File: config.mk
export PLATFORM = sky130hd
export DESIGN_NAME = lsu_port
export DESIGN_NICKNAME = d
export VERILOG_FILES = /design/src/rtl/lsu_port.sv
export SDC_FILE = /design/constraint.sdc
export NUM_CORES = 1
export LEC_CHECK = 0
export ABC_CLOCK_PERIOD_IN_PS = 1850
export BUFFER_PORTS_ARGS = -buffer_cell sky130_fd_sc_hd__buf_4
export CAP_MARGIN = 5
export CORE_AREA = 2 2 71 73
export DETAILED_ROUTE_END_ITERATION = 10
export DIE_AREA = 0 0 73 75
export PLACE_DENSITY = 0.78
export SLEW_MARGIN = 0
export SYNTH_ARGS = -nofsm -noshare
export SYNTH_HDL_FRONTEND = slang
export SYNTH_SLANG_ARGS = --single-unit
File: constraint.sdc
create_clock -name clk -period 1.85 [get_ports clk]
set_clock_uncertainty 0.15 [all_clocks]
set_input_delay 0.2775 -clock clk [delete_from_list [all_inputs] [get_ports clk]]
set_output_delay 0.2775 -clock clk [all_outputs]
set_load 0.02 [all_outputs]
File: src/rtl/lsu_port.sv
// lsu_port: single in-flight load/store unit driving one four-phase valid/ready slot of the memory controller.
// Optional LSU_TIMEOUT_EN adds a sticky timeout flag for requests stuck in REQUESTING.
module lsu_port #(
  parameter int DATA_WIDTH     = 16,
  parameter int ADDRESS_WIDTH  = 8,
  parameter int TIMEOUT_CYCLES = 255
) (
  input  logic                     clk,
  input  logic                     reset,
  input  logic                     req_valid,
  output logic                     req_ready,
  input  logic                     req_write,
  input  logic [ADDRESS_WIDTH-1:0] req_address,
  input  logic [DATA_WIDTH-1:0]    req_wdata,
  output logic                     rsp_valid,
  output logic                     rsp_write,
  output logic [DATA_WIDTH-1:0]    rsp_data,
  output logic                     busy,
  output logic                     mem_read_valid,
  output logic [ADDRESS_WIDTH-1:0] mem_read_address,
  input  logic                     mem_read_ready,
  input  logic [DATA_WIDTH-1:0]    mem_read_data,
  output logic                     mem_write_valid,
  output logic [ADDRESS_WIDTH-1:0] mem_write_address,
  output logic [DATA_WIDTH-1:0]    mem_write_data,
  input  logic                     mem_write_ready,
  output logic                     timeout_err
);
  typedef enum logic [1:0] {IDLE, REQUESTING, RELEASING} state_t;
  state_t state, state_next;
  logic op_write;
  logic [ADDRESS_WIDTH-1:0] addr_q;
  logic [DATA_WIDTH-1:0] wdata_q;
  logic sel_ready;
  assign sel_ready = op_write ? mem_write_ready : mem_read_ready;
  always_ff @(posedge clk)
    state <= reset ? IDLE : state_next;
  always_comb begin
    state_next = state;
    case (state)
      IDLE:       state_next = req_valid ? REQUESTING : IDLE;
      REQUESTING: state_next = sel_ready ? RELEASING : REQUESTING;
      RELEASING:  state_next = sel_ready ? RELEASING : IDLE;
      default:    state_next = IDLE;
    endcase
  end
  always_comb begin
    req_ready       = state == IDLE && !reset;
    busy            = state != IDLE;
    mem_read_valid  = state == REQUESTING && !op_write;
    mem_write_valid = state == REQUESTING && op_write;
  end
  assign mem_read_address  = addr_q;
  assign mem_write_address = addr_q;
  assign mem_write_data    = wdata_q;
  always_ff @(posedge clk) begin
    if (reset) begin
      op_write  <= 1'b0;
      addr_q    <= '0;
      wdata_q   <= '0;
      rsp_valid <= 1'b0;
      rsp_write <= 1'b0;
      rsp_data  <= '0;
    end else begin
      rsp_valid <= state == RELEASING && !sel_ready;
      if (state == IDLE && req_valid) begin
        op_write <= req_write;
        addr_q   <= req_address;
        wdata_q  <= req_wdata;
      end
      if (state == RELEASING && !sel_ready) rsp_write <= op_write;
      if (state == REQUESTING && !op_write && mem_read_ready) rsp_data <= mem_read_data;
    end
  end
`ifdef LSU_TIMEOUT_EN
  localparam int CW = $clog2(TIMEOUT_CYCLES + 1);
  logic [CW-1:0] cnt;
  always_ff @(posedge clk) begin
    if (reset) begin
      cnt         <= '0;
      timeout_err <= 1'b0;
    end else if (state == IDLE) begin
      cnt <= '0;
    end else if (state == REQUESTING) begin
      cnt <= cnt == CW'(TIMEOUT_CYCLES) ? cnt : cnt + 1'b1;
      if (cnt >= CW'(TIMEOUT_CYCLES - 1)) timeout_err <= 1'b1;
    end
  end
`else
  assign timeout_err = 1'b0;
`endif
endmodule
==> results of run 1 <==
==> power breakdown <==
| group | internal, mW | switching (mW) |
|---|---|---|
| Sequential | 1.03 | 0.0456 |
| Clock | 0.262 | 0.322 |
| Combinational | 0.272 | 0.243 |
| Total | 1.57 | 0.611 |
==> worst paths after layout <==
kind,cells past startpoint,startpoint,to
worst max-delay path,3,state[0],mem_write_valid
worst min-delay path,3,mem_read_data[12],rsp_data[12]
worst min register to register,2,mem_write_data[12],mem_write_data[12]
worst max register to register,2,state[1],rsp_write
==> registers in the layout, summed over array words and instances, names as in the netlist <==
signal and flops:
mem_write_data 16, rsp_data 16, mem_read_address 8, state 2
op_write 1, rsp_valid 1, rsp_write 1
==> kinds of logic (layout without fill, tap and decap cells) <==
family / count (synthesis) / count (layout) / synth area share
AO/OA/AOI/OAI: 2 / 2 / 0.00885
XOR/XNOR: 1 / 1 / 0.00413
buffers and inverters: 27 / 113 / 0.0772
flip-flops: 45 / 45 / 0.425
multiplexers: 42 / 42 / 0.199
other: 1 / 1 / 0.00177
AND/OR/NAND/NOR: 94 / 94 / 0.285
==> synthesized netlist by cell type <==
| cell type | count | area, um^2 |
|---|---|---|
| sky130_fd_sc_hd__nor2_1 | 2 | 7.51 |
| sky130_fd_sc_hd__or4b_2 | 1 | 10.0 |
| sky130_fd_sc_hd__nand2b_1 | 82 | 513 |
| sky130_fd_sc_hd__buf_2 | 2 | 10.0 |
| sky130_fd_sc_hd__mux2i_1 | 41 | 410 |
| sky130_fd_sc_hd__buf_6 | 2 | 22.5 |
| sky130_fd_sc_hd__dfxtp_1 | 45 | 901 |
| sky130_fd_sc_hd__a2111oi_1 | 1 | 10.0 |
| sky130_fd_sc_hd__inv_1 | 2 | 7.51 |
| sky130_fd_sc_hd__xor2_1 | 1 | 8.76 |
| sky130_fd_sc_hd__conb_1 | 1 | 3.75 |
| sky130_fd_sc_hd__mux2_2 | 1 | 11.3 |
| sky130_fd_sc_hd__and4bb_2 | 1 | 12.5 |
| sky130_fd_sc_hd__nor3b_1 | 2 | 15.0 |
| sky130_fd_sc_hd__o41ai_1 | 1 | 8.76 |
| sky130_fd_sc_hd__clkbuf_1 | 9 | 33.8 |
| sky130_fd_sc_hd__nor4b_1 | 2 | 17.5 |
| sky130_fd_sc_hd__and3b_1 | 1 | 8.76 |
| sky130_fd_sc_hd__buf_4 | 12 | 90.1 |
| sky130_fd_sc_hd__nor3_1 | 1 | 5.00 |
| sky130_fd_sc_hd__or2_2 | 1 | 6.26 |
| sky130_fd_sc_hd__or3b_1 | 1 | 8.76 |
==> final cells by class <==
cell class / instances / area [um^2]
Tap cell: 54 / 67.6
Sequential cell: 45 / 901
Fill cell: 421 / 1750
Clock buffer: 6 / 72.6
Clock inverter: 2 / 10.0
Timing Repair Buffer: 103 / 786
Inverter: 2 / 7.51
Multi-Input combinational cell: 140 / 1060
==> stage by stage <==
step | std cells | power, mW
4_1_cts | 352 | 2.21
3_5_place_dp | 344 | 1.62
5_1_grt | 352 | 2.29
3_3_place_gp | 344 | 1.62
6_report | 352 | 2.18
2_1_floorplan | 212 | 1.41
==> critical path: cells and delay by family (launching register included) <==
kind,cells,cell delay (ns)
buf+inv,2,0.30
simple gates,1,0.22
flops,1,0.49
==> per-layer routing <==
layer / share of wire / vias to the layer above
met5: 0 / -
met4: 0.013 / 0
met3: 0.095 / 5
met2: 0.46 / 68
met1: 0.43 / 729
li1: - / 842
==> flow_summary.toml, run 1 <==
[setup_path]
worstPathCellList = "inv_1 -> nor3b_1 -> buf_4"
endpoint_class_of_the_critical_path = "primary output"
worstSetupPathType = "flip-flop to primary output"
timing.critical_path.fanout_max = 9
critical_path.startpoint_type = "flip-flop"
cp_slowest_cell = "sky130_fd_sc_hd__dfxtp_1"
critical_path_required_time_ns = 1.42
max_stage_delay_ns = 0.49
ff2ff_setup_slack_ns = 0.32
worst-endpoint-arrival_ns = 1.29

[placement]
io_buffer_count = 99
worst_setup_slack_post_dpl_ns = 0.334
dpl-instance-area_um2 = 2820
globalplace.congestion = 0.712
dp_hpwl_mm = 3.13

[die]
pin_count = 101
chipHeight_um = 75
core_region_area_um2 = 4660
die-width_um = 73
floorplan.die_area_um2 = 5480
floorplan_row_count = 25
initial_utilization = 0.455

[timing]
finalSetupTns_ns = 0
layout_setup_ws_ns = 0.128
maxSlewViolCount = 0
finalHoldViolCount = 0
grt_setup_unrepaired = "no"
minimum_clock_period_after_layout_ns = 1.72
final-setup-viol-count = 0
fmax_mhz = 581
worst_hold_slack_ns = 0.0917
crit_share_post_route = 0.931

[route]
dr.first_iter.drc_count = 60
detailroute.via_count = 1644
wl_mm = 4.21
viasPerCell = 4.67
antenna_violating_nets_left = 0
wire_length_per_cell_after_detailed_routing_um = 12.0
drcViolationCount = 0
drt-pass1-iter-count = 4

[synthesis]
yosys.cell_types.count = 22
avgSynthCellArea_um2 = 10.0
synth.net_count = 258
flops_latches_synth = 45
portion_of_the_post_synthesis_area_used_by_sequential_elements = 0.425
synthesis.area_um2 = 2120
synthesis.yosys.warnings = 0
syn_inst = 212

[layout]
design_area_um2 = 2910
final_net_count = 343
most_common_cell_after_layout_fill_and_taps_aside = "sky130_fd_sc_hd__buf_4"
layout.cells.most_common_list = "102 x sky130_fd_sc_hd__buf_4, 82 x sky130_fd_sc_hd__nand2b_1, 45 x sky130_fd_sc_hd__dfxtp_1"
post-route-util = 0.624
drive_gt1_frac = 0.386
area_delta_synth_final_pct = 37.0
antenna_cells_inserted = 0

[clocking]
insertion_delay_of_the_later_clocked_pin_in_the_worst_skew_pair_ns = 0.29
clkSlewWorstSetupHoldPaths_ns = 0.08
holdBufCountCts = 0
cts_repair_resize_count = 0
cts-root-to-sink-buffers = 2
tritoncts_num_sinks = 45
cts-buffers-inserted = 5
tritoncts = "yes"
clock_tree.root_cell = "sky130_fd_sc_hd__clkbuf_8"
ctsHtreeMaxLevel = 2
post_cts.repair.setup_buffers = 0

[min_path]
min-delay-path-class = "input pin to flip-flop"

[global_route]
grt_overflow = 0
grt_first_pass_wirelength_mm = 7.08
grt_start_max_net_pins = 51
grt_pass1_vias = 1598
gr-usage-all-layers = 0.167
grt_antenna_before_repair = 0
grtUsageMet2 = 0.280
gr-max-usage-layer = "met2"
grt_util_met1 = 0.193
grtUsageMet3 = 0.0683

[run]
max-cap-violations = 0

[pwr]
power_density_nw_per_um2 = 749
p_leak_nw = 1.31
ir_worst_vdd_v = 0.000470

[run_status]
status = "complete, no violations"
Note: power is estimated with default switching activity, not from simulation.
==> run 2, diff against run 1 <==
- CORE_AREA: 2 2 71 73 -> 2 2 75 77
- DIE_AREA: 0 0 73 75 -> 0 0 77 79
- PLACE_DENSITY: 0.78 -> 0.71
==> flow_summary.toml, run 2 (synthesized netlist as in run 1, its figures left out) <==
[run_status]
status = "complete, no violations"

[setup_path]
worstSetupPathType = "flip-flop to primary output"
critical_path.startpoint_type = "flip-flop"
worst-endpoint-arrival_ns = 1.27
timing.critical_path.fanout_max = 11
worst_r2r_path_depth = 2
critical_path.startpoint = "state[1]"
endpoint_class_of_the_critical_path = "primary output"
critical_path_required_time_ns = 1.42
ff2ff_setup_slack_ns = 0.27
reg2reg_from = "state[1]"
rr_endpoint = "rsp_write"

[global_route]
grt_antenna_before_repair = 0
grt_first_pass_wirelength_mm = 7.04
grt_overflow = 0
gr-usage-all-layers = 0.143
gr-max-usage-layer = "met2"
grtUsageMet3 = 0.0761
grt_util_met1 = 0.175
grt_start_max_net_pins = 37
grt_pass1_vias = 1630
grtUsageMet2 = 0.224

[layout]
design_area_um2 = 2950
multi_input_area_um2 = 1060
layout.cells.most_common_list = "102 x sky130_fd_sc_hd__buf_4, 82 x sky130_fd_sc_hd__nand2b_1, 44 x sky130_fd_sc_hd__dfxtp_1"
drive_gt1_frac = 0.393
finish.cell_count_without_fillers = 370
area_delta_synth_final_pct = 39.0
final_net_count = 343
antenna_cells_inserted = 0
fill_cells = 496
most_common_cell_after_layout_fill_and_taps_aside = "sky130_fd_sc_hd__buf_4"
sequential_cell_area_um2 = 902

[route]
drcViolationCount = 0
antenna_violating_nets_left = 0
wire_length_per_cell_after_detailed_routing_um = 11.6
dr.first_iter.drc_count = 43
drt-pass1-iter-count = 4
viasPerCell = 4.38
wl_mm = 4.28
detailroute.via_count = 1622

[min_path]
min-delay-path-class = "input pin to flip-flop"
worstHoldStart = "mem_read_data[6]"
timing.hold.worst_path_depth = 3
worstHoldEndpoint = "rsp_data[6]"

[clocking]
clock_tree.root_cell = "sky130_fd_sc_hd__clkbuf_8"
post_cts.repair.setup_buffers = 0
tritoncts_num_sinks = 45
clkSlewWorstSetupHoldPaths_ns = 0.08
insertion_delay_of_the_later_clocked_pin_in_the_worst_skew_pair_ns = 0.28
tritoncts = "yes"
cts-root-to-sink-buffers = 2
cts-buffers-inserted = 5
ctsHtreeMaxLevel = 2

[pwr]
p_leak_nw = 1.32
report.power.total_mw = 2.25
power_density_nw_per_um2 = 764
power.share.clock = 0.291
intPower_mw = 1.64
comb_power_share = 0.231
p_sw_mw = 0.609
power.share.switching = 0.270
ir_worst_vdd_v = 0.000417
sequentialPowerShare = 0.478

[die]
floorplan_row_count = 27
floorplan.die_area_um2 = 6080
core_region_area_um2 = 5340
die-width_um = 77
chipHeight_um = 79
pin_count = 101
initial_utilization = 0.398

[timing]
crit_share_post_route = 0.920
maxSlewViolCount = 0
grt_setup_unrepaired = "no"
finalSetupTns_ns = 0
minimum_clock_period_after_layout_ns = 1.70
fmax_mhz = 588
layout_setup_ws_ns = 0.149
final-setup-viol-count = 0
finalHoldViolCount = 0

[placement]
dpl-instance-area_um2 = 2850
post-place-cells = 362
io_buffer_count = 99
worst_setup_slack_post_dpl_ns = 0.290
globalplace.congestion = 0.741
dp_hpwl_mm = 3.00

[run]
max-cap-violations = 0
==> run 2: worst max-delay path, cell delays in order, from the launching register on <==
cell and delay (ns):
sky130_fd_sc_hd__dfxtp_1 0.41, sky130_fd_sc_hd__or2_2 0.35, sky130_fd_sc_hd__nor2_1 0.09, sky130_fd_sc_hd__buf_4 0.14
==> run 2: worst max path at each step <==
stage	to	cells past startpoint
finish	req_ready	3
global route	req_ready	3
CTS	mem_write_valid	3
detailed placement	rsp_write	2
global placement	rsp_write	2
floorplan	req_ready	3
==> run 2: power by group through the flow <==
stage | Sequential [mW] | Combinational, mW | Clock, mW
global route | 1.09 | 0.559 | 0.733
finish | 1.08 | 0.520 | 0.656
floorplan | 1.16 | 0.256 | 0
CTS | 1.08 | 0.525 | 0.687
detailed placement | 1.10 | 0.523 | 0
global placement | 1.10 | 0.519 | 0
==> run 2: stage by stage <==
stage               utilization  hold WS (ns)
CTS                       0.552        0.0884
detailed placement        0.533         0.310
floorplan                     -         0.283
global route              0.553        0.0856
finish                    0.553        0.0975
global placement          0.533         0.308
==> run 2: repair_timing <==
action / 4_1_cts / 5_1_grt
hold buffers: 0 / 0
endpoints found under the setup margin: 0 / 1
gates resized for setup: 0 / 1
==> run 2: area by class of cell <==
cell class | count | share of cell area
tap | 72 | 0.0305
inverter | 2 | 0.00255
sequential | 45 | 0.306
timing repair buffer | 103 | 0.266
clock inverter | 1 | 0.00170
clock buffer | 7 | 0.0327
multi-input combinational | 140 | 0.360
==> run 2: routing by layer <==
metal,share of wire,wire [um],vias up
met5,0,0,-
met4,0.0072,31,0
met2,0.45,1910,64
li1,-,-,840
met3,0.094,403,4
met1,0.45,1940,714
==> run 3, diff against run 2 <==
--- a/config.mk
+++ b/config.mk
@@ -13,2 +13,4 @@
 export DIE_AREA = 0 0 77 79
+export GPL_TIMING_DRIVEN = 0
+export MAX_ROUTING_LAYER = met4
 export PLACE_DENSITY = 0.71
--- a/constraint.sdc
+++ b/constraint.sdc
@@ -4,2 +4,2 @@
 set_output_delay 0.2775 -clock clk [all_outputs]
-set_load 0.02 [all_outputs]
+set_load 0.01 [all_outputs]
==> flow_summary.toml, run 3 (synthesized netlist as in run 1, its figures left out) <==
[setup_path]
worstSetupPathType = "flip-flop to primary output"
ff2ff_setup_slack_ns = 0.27
worst_r2r_path_depth = 5
critical_path_required_time_ns = 1.42
reg2reg_from = "state[0]"
worst-endpoint-arrival_ns = 1.27
timing.critical_path.fanout_max = 9
endpoint_class_of_the_critical_path = "primary output"
critical_path.startpoint_type = "flip-flop"
rr_endpoint = "mem_write_data[10]"

[route]
detailroute.via_count = 1740
drt-pass1-iter-count = 4
wl_mm = 4.69
drcViolationCount = 0
antenna_violating_nets_left = 0
dr.first_iter.drc_count = 45
wire_length_per_cell_after_detailed_routing_um = 12.0
viasPerCell = 4.46

[layout]
layout.cells.most_common_list = "110 x sky130_fd_sc_hd__buf_4, 82 x sky130_fd_sc_hd__nand2b_1, 45 x sky130_fd_sc_hd__dfxtp_1"
fill_cells = 523
drive_gt1_frac = 0.396
antenna_cells_inserted = 0
most_common_cell_after_layout_fill_and_taps_aside = "sky130_fd_sc_hd__buf_4"
final_net_count = 363
area_delta_synth_final_pct = 44.3
design_area_um2 = 3060

[timing]
final-setup-viol-count = 0
finalHoldViolCount = 0
worst_hold_slack_ns = 0.0882
fmax_mhz = 590
grt_setup_unrepaired = "no"
finalSetupTns_ns = 0
maxSlewViolCount = 0
minimum_clock_period_after_layout_ns = 1.70
crit_share_post_route = 0.917

[min_path]
timing.hold.worst_path_depth = 3
worstHoldEndpoint = "rsp_data[15]"
worstHoldStart = "mem_read_data[15]"
min-delay-path-class = "input pin to flip-flop"

[die]
die-width_um = 77
pin_count = 101
floorplan_row_count = 27
core_region_area_um2 = 5340
floorplan.die_area_um2 = 6080
initial_utilization = 0.398
chipHeight_um = 79

[global_route]
grt_pass1_vias = 1662
grt_first_pass_wirelength_mm = 7.85
grt_antenna_before_repair = 0
grt_overflow = 0
gr-usage-all-layers = 0.166
grt_start_max_net_pins = 16

[placement]
globalplace.congestion = 0.736
dpl-instance-area_um2 = 2950
io_buffer_count = 98
dp_hpwl_mm = 3.48

[clocking]
post_cts.repair.setup_buffers = 0
insertion_delay_of_the_later_clocked_pin_in_the_worst_skew_pair_ns = 0.30
cts-buffers-inserted = 5
tritoncts_num_sinks = 45
clock_tree.root_cell = "sky130_fd_sc_hd__clkbuf_8"
cts_repair_resize_count = 0
holdBufCountCts = 0
clkSlewWorstSetupHoldPaths_ns = 0.09
cts-root-to-sink-buffers = 2
ctsHtreeMaxLevel = 2
tritoncts = "yes"

[pwr]
p_leak_nw = 1.38
power_density_nw_per_um2 = 754
ir_worst_vdd_v = 0.000386
report.power.total_mw = 2.31

[run_status]
status = "complete, no violations"

[run]
max-cap-violations = 0
-- run 3: cell types whose count changed in the layout (fill, tap and decap cells not counted), moves of 2 or more --
cell                       previous run  this run
sky130_fd_sc_hd__buf_2                0         2
sky130_fd_sc_hd__buf_4              102       110
sky130_fd_sc_hd__buf_6                0         2
sky130_fd_sc_hd__clkbuf_1             0         9
sky130_fd_sc_hd__clkbuf_8             7         5
-- run 3: power by group --
part	switching, mW	leakage [nW]	internal, mW
sequential	0.0384	0.368	1.03
combinational	0.200	0.959	0.291
clock	0.345	0.0543	0.404
-- run 3: layout make-up --
cell class / count / area [um^2] / share of cell area
Buffer: 25 / 156 / 0.0511
Tap cell: 72 / 90.1 / 0.0294
Inverter: 2 / 7.51 / 0.00245
Multi-Input combinational cell: 140 / 1060 / 0.345
Clock buffer: 5 / 68.8 / 0.0225
Clock inverter: 3 / 46.3 / 0.0151
Sequential cell: 45 / 901 / 0.294
Timing Repair Buffer: 98 / 736 / 0.240
-- run 3: how the worst max path moves through the flow --
stage	slack, ns	depth (start not counted)	startpoint	to
final	0.15	4	state[0]	req_ready
after global routing	0.09	4	state[0]	req_ready
after CTS	0.14	4	state[0]	req_ready
after detailed placement	0.27	5	state[0]	mem_write_data[10]
after global placement	0.29	5	state[0]	mem_write_data[3]
after floorplan	0.45	5	state[1]	mem_read_address[0]
-- run 3: metal layers --
metal / vias to the layer above / wire length [um] / GRT usage
li1: 882 / - / -
met2: 65 / 2110 / 0.254
met3: 5 / 371 / 0.0568
met1: 788 / 2150 / 0.209
met5: - / 0 / -
met4: 0 / 57 / 0.0536
-- run 3: per-stage QoR --
step / utilization / std cells / setup slack (ns)
floorplan: - / 212 / 0.449
global placement: 0.552 / 382 / 0.289
detailed placement: 0.552 / 382 / 0.271
CTS: 0.574 / 390 / 0.140
global route: 0.574 / 390 / 0.0869
finish: 0.574 / 390 / 0.154
-- run 3: critical path, stage by stage (launching register included) --
cell and delay [ns]:
sky130_fd_sc_hd__dfxtp_1 0.30, sky130_fd_sc_hd__buf_2 0.16, sky130_fd_sc_hd__or2_2 0.30, sky130_fd_sc_hd__nor2_1 0.09, sky130_fd_sc_hd__buf_4 0.13
